===== src/rtl/uart_tx_serializer_pkg.sv =====
// Shared definitions for the UART transmit path: FSM encodings, logical line levels
// and default frame geometry.
package uart_tx_serializer_pkg;

    typedef enum logic [1:0] {
        ST_IDLE  = 2'd0,
        ST_START = 2'd1,
        ST_DATA  = 2'd2,
        ST_STOP  = 2'd3
    } tx_state_e;

    localparam logic LOGIC_IDLE  = 1'b1;
    localparam logic LOGIC_START = 1'b0;
    localparam logic LOGIC_STOP  = 1'b1;

    localparam int DEF_OVERSAMPLE = 16;
    localparam int DEF_DATA_BITS  = 8;

    function automatic logic line_level(input logic lvl, input logic invert);
        return lvl ^ invert;
    endfunction

endpackage


===== src/rtl/uart_tx_serializer_if.sv =====
// Read side of the tx FIFO (first-word-fall-through) as seen by the serializer.
interface uart_tx_serializer_if
    import uart_tx_serializer_pkg::*;
#(
    parameter int DATA_BITS = DEF_DATA_BITS
);
    logic [DATA_BITS-1:0] fifo_data;
    logic                 fifo_empty;
    logic                 fifo_pop;

    modport master (
        input  fifo_data,
        input  fifo_empty,
        output fifo_pop
    );

    modport slave (
        output fifo_data,
        output fifo_empty,
        input  fifo_pop
    );
endinterface


===== src/rtl/uart_tx_serializer_bit_timer.sv =====
// Oversample tick counter: counts 0..OVERSAMPLE-1 and flags the last tick of a bit period.
module uart_tx_serializer_bit_timer
    import uart_tx_serializer_pkg::*;
#(
    parameter int OVERSAMPLE = DEF_OVERSAMPLE
) (
    input  logic line_clock,
    input  logic reset,
    input  logic clear,
    output logic bit_end
);
    localparam int TW = (OVERSAMPLE > 1) ? $clog2(OVERSAMPLE) : 1;

    logic [TW-1:0] tick_q;
    logic [TW-1:0] tick_d;

    // Power-of-two OVERSAMPLE lets the counter wrap on its own at bit_end.
    always_comb begin
        tick_d = clear ? '0 : tick_q + TW'(1);
    end

    always_ff @(posedge line_clock) begin
        if (reset) begin
            tick_q <= '0;
        end else begin
            tick_q <= tick_d;
        end
    end

    assign bit_end = (tick_q == TW'(OVERSAMPLE - 1));

endmodule


===== src/rtl/uart_tx_serializer.sv =====
// UART transmit serializer: pops bytes from the tx FIFO and shifts them out as
// start / data (LSB first) / stop frames at OVERSAMPLE line_clock cycles per bit.
//
// state | meaning
// IDLE  | line at idle level, waiting for enable and a non-empty FIFO
// START | start bit on the line
// DATA  | data bits on the line, shreg[0] is the current bit
// STOP  | stop bit(s) on the line; may reload directly into START
module uart_tx_serializer
    import uart_tx_serializer_pkg::*;
#(
    parameter int DATA_BITS  = DEF_DATA_BITS,
    parameter int OVERSAMPLE = DEF_OVERSAMPLE,
    parameter int STOP_BITS  = 1,
    parameter int INVERT     = 1
) (
    input  logic                   line_clock,
    input  logic                   reset,
    input  logic                   enable,
    uart_tx_serializer_if.master   fifo_if,
    output logic                   tx_pin,
    output logic                   busy
);
    localparam int   BW  = $clog2(DATA_BITS + 1);
    localparam logic INV = (INVERT != 0);
    localparam logic [BW-1:0] LAST_DATA = BW'(DATA_BITS - 1);
    localparam logic [BW-1:0] LAST_STOP = BW'(STOP_BITS - 1);

    tx_state_e            state_q, state_d;
    logic [BW-1:0]        bit_idx_q, bit_idx_d;
    logic [DATA_BITS-1:0] shreg_q, shreg_d;
    logic                 tx_q, tx_d;
    logic                 busy_q, busy_d;

    logic bit_end;
    logic last_stop;
    logic load;
    logic timer_clear;
    logic line_lvl;

    assign last_stop   = (state_q == ST_STOP) && (bit_idx_q == LAST_STOP) && bit_end;
    assign load        = enable && !fifo_if.fifo_empty && !reset &&
                         ((state_q == ST_IDLE) || last_stop);
    assign timer_clear = (state_q == ST_IDLE) || load;

    assign fifo_if.fifo_pop = load;

    uart_tx_serializer_bit_timer #(
        .OVERSAMPLE (OVERSAMPLE)
    ) u_bit_timer (
        .line_clock (line_clock),
        .reset      (reset),
        .clear      (timer_clear),
        .bit_end    (bit_end)
    );

    always_comb begin
        state_d   = state_q;
        bit_idx_d = bit_idx_q;
        shreg_d   = shreg_q;

        case (state_q)
            ST_IDLE: ;
            ST_START: begin
                if (bit_end) begin
                    state_d   = ST_DATA;
                    bit_idx_d = '0;
                end
            end
            ST_DATA: begin
                if (bit_end) begin
                    shreg_d = shreg_q >> 1;
                    if (bit_idx_q == LAST_DATA) begin
                        state_d   = ST_STOP;
                        bit_idx_d = '0;
                    end else begin
                        bit_idx_d = bit_idx_q + BW'(1);
                    end
                end
            end
            ST_STOP: begin
                // bit_idx is reused to count stop bits
                if (bit_end) begin
                    if (bit_idx_q == LAST_STOP) begin
                        state_d = ST_IDLE;
                    end else begin
                        bit_idx_d = bit_idx_q + BW'(1);
                    end
                end
            end
            default: state_d = ST_IDLE;
        endcase

        if (load) begin
            shreg_d   = fifo_if.fifo_data;
            state_d   = ST_START;
            bit_idx_d = '0;
        end

        busy_d = (state_d != ST_IDLE);

        // tx_pin is registered, so it shows the level belonging to the next state.
        case (state_d)
            ST_START: line_lvl = LOGIC_START;
            ST_DATA:  line_lvl = shreg_d[0];
            ST_STOP:  line_lvl = LOGIC_STOP;
            default:  line_lvl = LOGIC_IDLE;
        endcase
        tx_d = line_level(line_lvl, INV);
    end

    always_ff @(posedge line_clock) begin
        if (reset) begin
            state_q   <= ST_IDLE;
            bit_idx_q <= '0;
            shreg_q   <= '0;
            tx_q      <= line_level(LOGIC_IDLE, INV);
            busy_q    <= 1'b0;
        end else begin
            state_q   <= state_d;
            bit_idx_q <= bit_idx_d;
            shreg_q   <= shreg_d;
            tx_q      <= tx_d;
            busy_q    <= busy_d;
        end
    end

    assign tx_pin = tx_q;
    assign busy   = busy_q;

endmodule

===== src/flat_wrapper.sv =====
// flat-port wrapper written by rule: the top's interface ports become plain ports
module uart_tx_serializer_flat import uart_tx_serializer_pkg::*;
#(
    parameter int DATA_BITS  = DEF_DATA_BITS,
    parameter int OVERSAMPLE = DEF_OVERSAMPLE,
    parameter int STOP_BITS  = 1,
    parameter int INVERT     = 1
)
  (line_clock, reset, enable, tx_pin, busy, fifo_if_fifo_data, fifo_if_fifo_empty, fifo_if_fifo_pop);
  uart_tx_serializer_if #(.DATA_BITS(DATA_BITS)) fifo_if_i ();
  input  logic line_clock;
  input  logic reset;
  input  logic enable;
  output logic tx_pin;
  output logic busy;
  input wire logic [$bits(fifo_if_i.fifo_data)-1:0] fifo_if_fifo_data;
  input wire logic [$bits(fifo_if_i.fifo_empty)-1:0] fifo_if_fifo_empty;
  output wire logic [$bits(fifo_if_i.fifo_pop)-1:0] fifo_if_fifo_pop;
  assign fifo_if_i.fifo_data = fifo_if_fifo_data;
  assign fifo_if_i.fifo_empty = fifo_if_fifo_empty;
  assign fifo_if_fifo_pop = fifo_if_i.fifo_pop;
  uart_tx_serializer #(.DATA_BITS(DATA_BITS), .OVERSAMPLE(OVERSAMPLE), .STOP_BITS(STOP_BITS), .INVERT(INVERT)) u_core (.line_clock(line_clock), .reset(reset), .enable(enable), .fifo_if(fifo_if_i), .tx_pin(tx_pin), .busy(busy));
endmodule

===== config.mk =====
export PLATFORM = sky130hd
export DESIGN_NAME = uart_tx_serializer_flat
export DESIGN_NICKNAME = d
export VERILOG_FILES = /design/src/rtl/uart_tx_serializer_pkg.sv /design/src/rtl/uart_tx_serializer_if.sv /design/src/rtl/uart_tx_serializer_bit_timer.sv /design/src/rtl/uart_tx_serializer.sv /design/src/flat_wrapper.sv
export SDC_FILE = /design/constraint.sdc
export NUM_CORES = 1
export LEC_CHECK = 0
export BUFFER_PORTS_ARGS = -buffer_cell sky130_fd_sc_hd__buf_2
export CORE_MARGIN = 3
export CORE_UTILIZATION = 54
export CTS_CLUSTER_DIAMETER = 60
export DETAILED_ROUTE_END_ITERATION = 12
export PLACE_DENSITY_LB_ADDON = 0.12
export SYNTH_ARGS = -nofsm -noshare
export SYNTH_HDL_FRONTEND = slang
export SYNTH_HIERARCHICAL = 1
export SYNTH_SLANG_ARGS = --single-unit

===== constraint.sdc =====
create_clock -name line_clock -period 2.3 [get_ports line_clock]
set_input_delay 0 -clock line_clock [delete_from_list [all_inputs] [get_ports line_clock]]
set_output_delay 0 -clock line_clock [all_outputs]
set_load 0.005 [all_outputs]

==> results.cfg <==
[cts]
clkLatencyLatePin_ps = 300
cts_resized = 0
htreeDepth = 1
hold_buffers = 2
cts_tree = yes
cts_sinks = 20
cts_buffers = 3
cts_root_buffer = clkbuf_4
ctsLongestPathBuffers = 2
path_clk_slew_ps = 120
cts_setup_buffers = 0

[critical_path]
path_cells = inv_1, ha_1, or3b_4, o22ai_2, nand3_4, buf_4, inv_2, buf_2
crit_fanout = 18
max_stage_delay_ps = 400
crit_slowest_cell = or3b_4
rrSetupSlack_ps = 310
cp-start-kind = register
required_ps = 2300
reg2reg_depth = 8
rr_startpoint = u_core/bit_idx_q[0]
rr_endpoint = u_core/u_bit_timer/tick_q[3]
criticalPathCategory = register to output pin
crit_path_end_kind = output pin
crit_arrival_ps = 2030

[drt]
dr.pass1.iters = 4
remaining_drc_errors = 0
drt_iter0_drc = 11
wire_per_inst_microns = 11.9
wl_microns = 1780
drtAntennaViolNets = 0
vias = 809
viasPerCell = 5.43

[timing]
finalClockSkew_ps = 10.3
setup_viol = 0
tightest_slew_ps = 504
holdWs_ps = 6.29
report.final.hold_viol_count = 0
rsz0062_at_grt = no
period_share_pct = 88.2
timing.fmax_mhz = 493
setup_tns_ps = 0
fin_crit_ps = 2030
slew-limit-headroom_pct = 66.0
slew_viol_final = 0

[placement]
gp_congestion = 0.854
dpl_cell_area_sq_um = 1100
port_buffers = 14
dp_cells = 143
dp_hpwl_microns = 1290

[flow_run]
drv_cap = 0

[logic_synthesis]
synth_edf_count = 0
ys.flop_type = dfxtp_1
synthCells = 108
synthArstFlopShare_pct = 0
avgSynthCellArea_sq_um = 9.40
syn_area_sq_um = 1010
yosysUniqueCellTypes = 38
ys_seq_area_share_pct = 39.5
synthesis.nets = 123
synth_seq_cells = 20
yosys_warnings = 6

[global_routing]
grt_max_degree = 23
grt_usage_pct = 16.5
grt_pass1_vias = 752
antenna_found_initial = 0
grt_pass1_wl_microns = 3130
overflow = 0

[pwr]
p_int_uw = 483
total_leakage_power_uw = 0.000496
p_clk_share_pct = 32.1
power_frac_comb_pct = 9.6
vdd_drop_max_mv = 0.453
power.switching_uw = 143
swShare_pct = 22.9
seq_power_share_pct = 58.4
pwr_density_cell_nw_per_um2 = 543
power_uw = 627

[floorplan]
ioPinCount = 15
core_sq_um = 1750
die_x_microns = 49.4
row_count = 15
start_util_pct = 58.1
die_area_sq_um = 2440
die_h_microns = 49.4

[layout]
fin_cells = 149
area_delta_synth_final_pct = 13.8
layout_commonest_cell = dfxtp_1
diodes = 0
final_cell_mix = dfxtp_1, buf_2, nor2_1
layout.nets = 140
stdcell_area_sq_um = 1150
fillCellCount = 152
drive_above_1_share_pct = 26.6

[hold_path]
whs_endpoint = u_core/shreg_q[3]
hold_path.startpoint = fifo_if_fifo_data[3]
whs_path_depth = 3
hold_path_class = input port to register

[outcome]
status = completed
==> worst max-delay path, delay by kind of cell (launching register included) <==
kind / cells / cell delay, ps
and+or+nand+nor: 2 / 490
AOI/OAI and AO/OA: 1 / 210
buffers and inverters: 4 / 540
DFF: 1 / 370
adders and majority gates: 1 / 130
==> power groups by stage <==
| stage | clock network [uW] | logic [uW] | registers, uW |
|---|---|---|---|
| CTS | 209 | 60.5 | 366 |
| detailed placement | 0 | 58.1 | 374 |
| finish | 201 | 60.0 | 366 |
| global placement | 0 | 56.1 | 373 |
| global route | 225 | 66.7 | 368 |
| floorplan | 0 | 41.5 | 370 |
==> registers in the layout, indices dropped and copies added, names as in the netlist <==
register and count:
u_core/tx_pin 1, u_core/state_q 2, u_core/bit_idx_q 4, u_core/shreg_q 8
u_core/busy 1, u_core/u_bit_timer/tick_q 4
==> area by class of cell <==
type | instances | area [sq um] | area share, %
Sequential cell | 20 | 400 | 34.7
Multi-Input combinational cell | 79 | 574 | 49.7
Clock buffer | 4 | 36.3 | 3.14
Tap cell | 25 | 31.3 | 2.71
Inverter | 4 | 15.0 | 1.30
Timing Repair Buffer | 17 | 97.6 | 8.45
==> Yosys cell counts (all sizes together) (3+ instances only) <==
| cell | n | share of area (%) |
|---|---|---|
| nand2 | 6 | 2.2 |
| nand3 | 7 | 5.2 |
| a21oi | 4 | 2.0 |
| o21ai | 5 | 2.8 |
| mux2i | 7 | 6.9 |
| a211oi | 8 | 9.4 |
| ha | 3 | 3.7 |
| nor3 | 7 | 3.5 |
| nor2 | 12 | 4.4 |
| inv | 4 | 1.5 |
| buf | 4 | 2.1 |
| dfxtp | 20 | 39 |
==> through the flow <==
step	worst slack, ps	util [%]
2_1_floorplan	224	-
3_3_place_gp	405	62.9
3_5_place_dp	323	62.9
6_report	272	66.2
5_1_grt	138	66.2
4_1_cts	260	66.2
==> worst max-delay path by stage <==
stage	slack [ps]	cells after the start	end	start
floorplan	220	9	u_core/u_bit_timer/tick_q[3]	u_core/bit_idx_q[0]
detailed placement	320	8	u_core/u_bit_timer/tick_q[3]	u_core/bit_idx_q[0]
global placement	410	8	u_core/u_bit_timer/tick_q[3]	u_core/bit_idx_q[0]
CTS	260	8	fifo_if_fifo_pop	u_core/bit_idx_q[0]
global route	140	8	fifo_if_fifo_pop	u_core/bit_idx_q[0]
finish	270	8	fifo_if_fifo_pop	u_core/bit_idx_q[0]
==> cell families (layout without fill, tap and decap cells) <==
logic type,Yosys count,count (layout),synth area share (%)
AO/OA/AOI/OAI,26,26,21.3
XOR/XNOR,1,1,0.863
adder cells (fa/ha/maj),3,3,3.70
buffers and inverters,9,25,3.94
flip-flops,20,20,39.5
multiplexers,8,8,8.01
AND/OR/NAND/NOR,41,41,22.7
==> metal layers <==
layer	wire, microns	GRT usage (%)
met2	845	27.7
met1	873	20.6
met3	42	1.83
met5	0	0
met4	19	8.53
No activity file was read; power rests on OpenSTA's default activity.
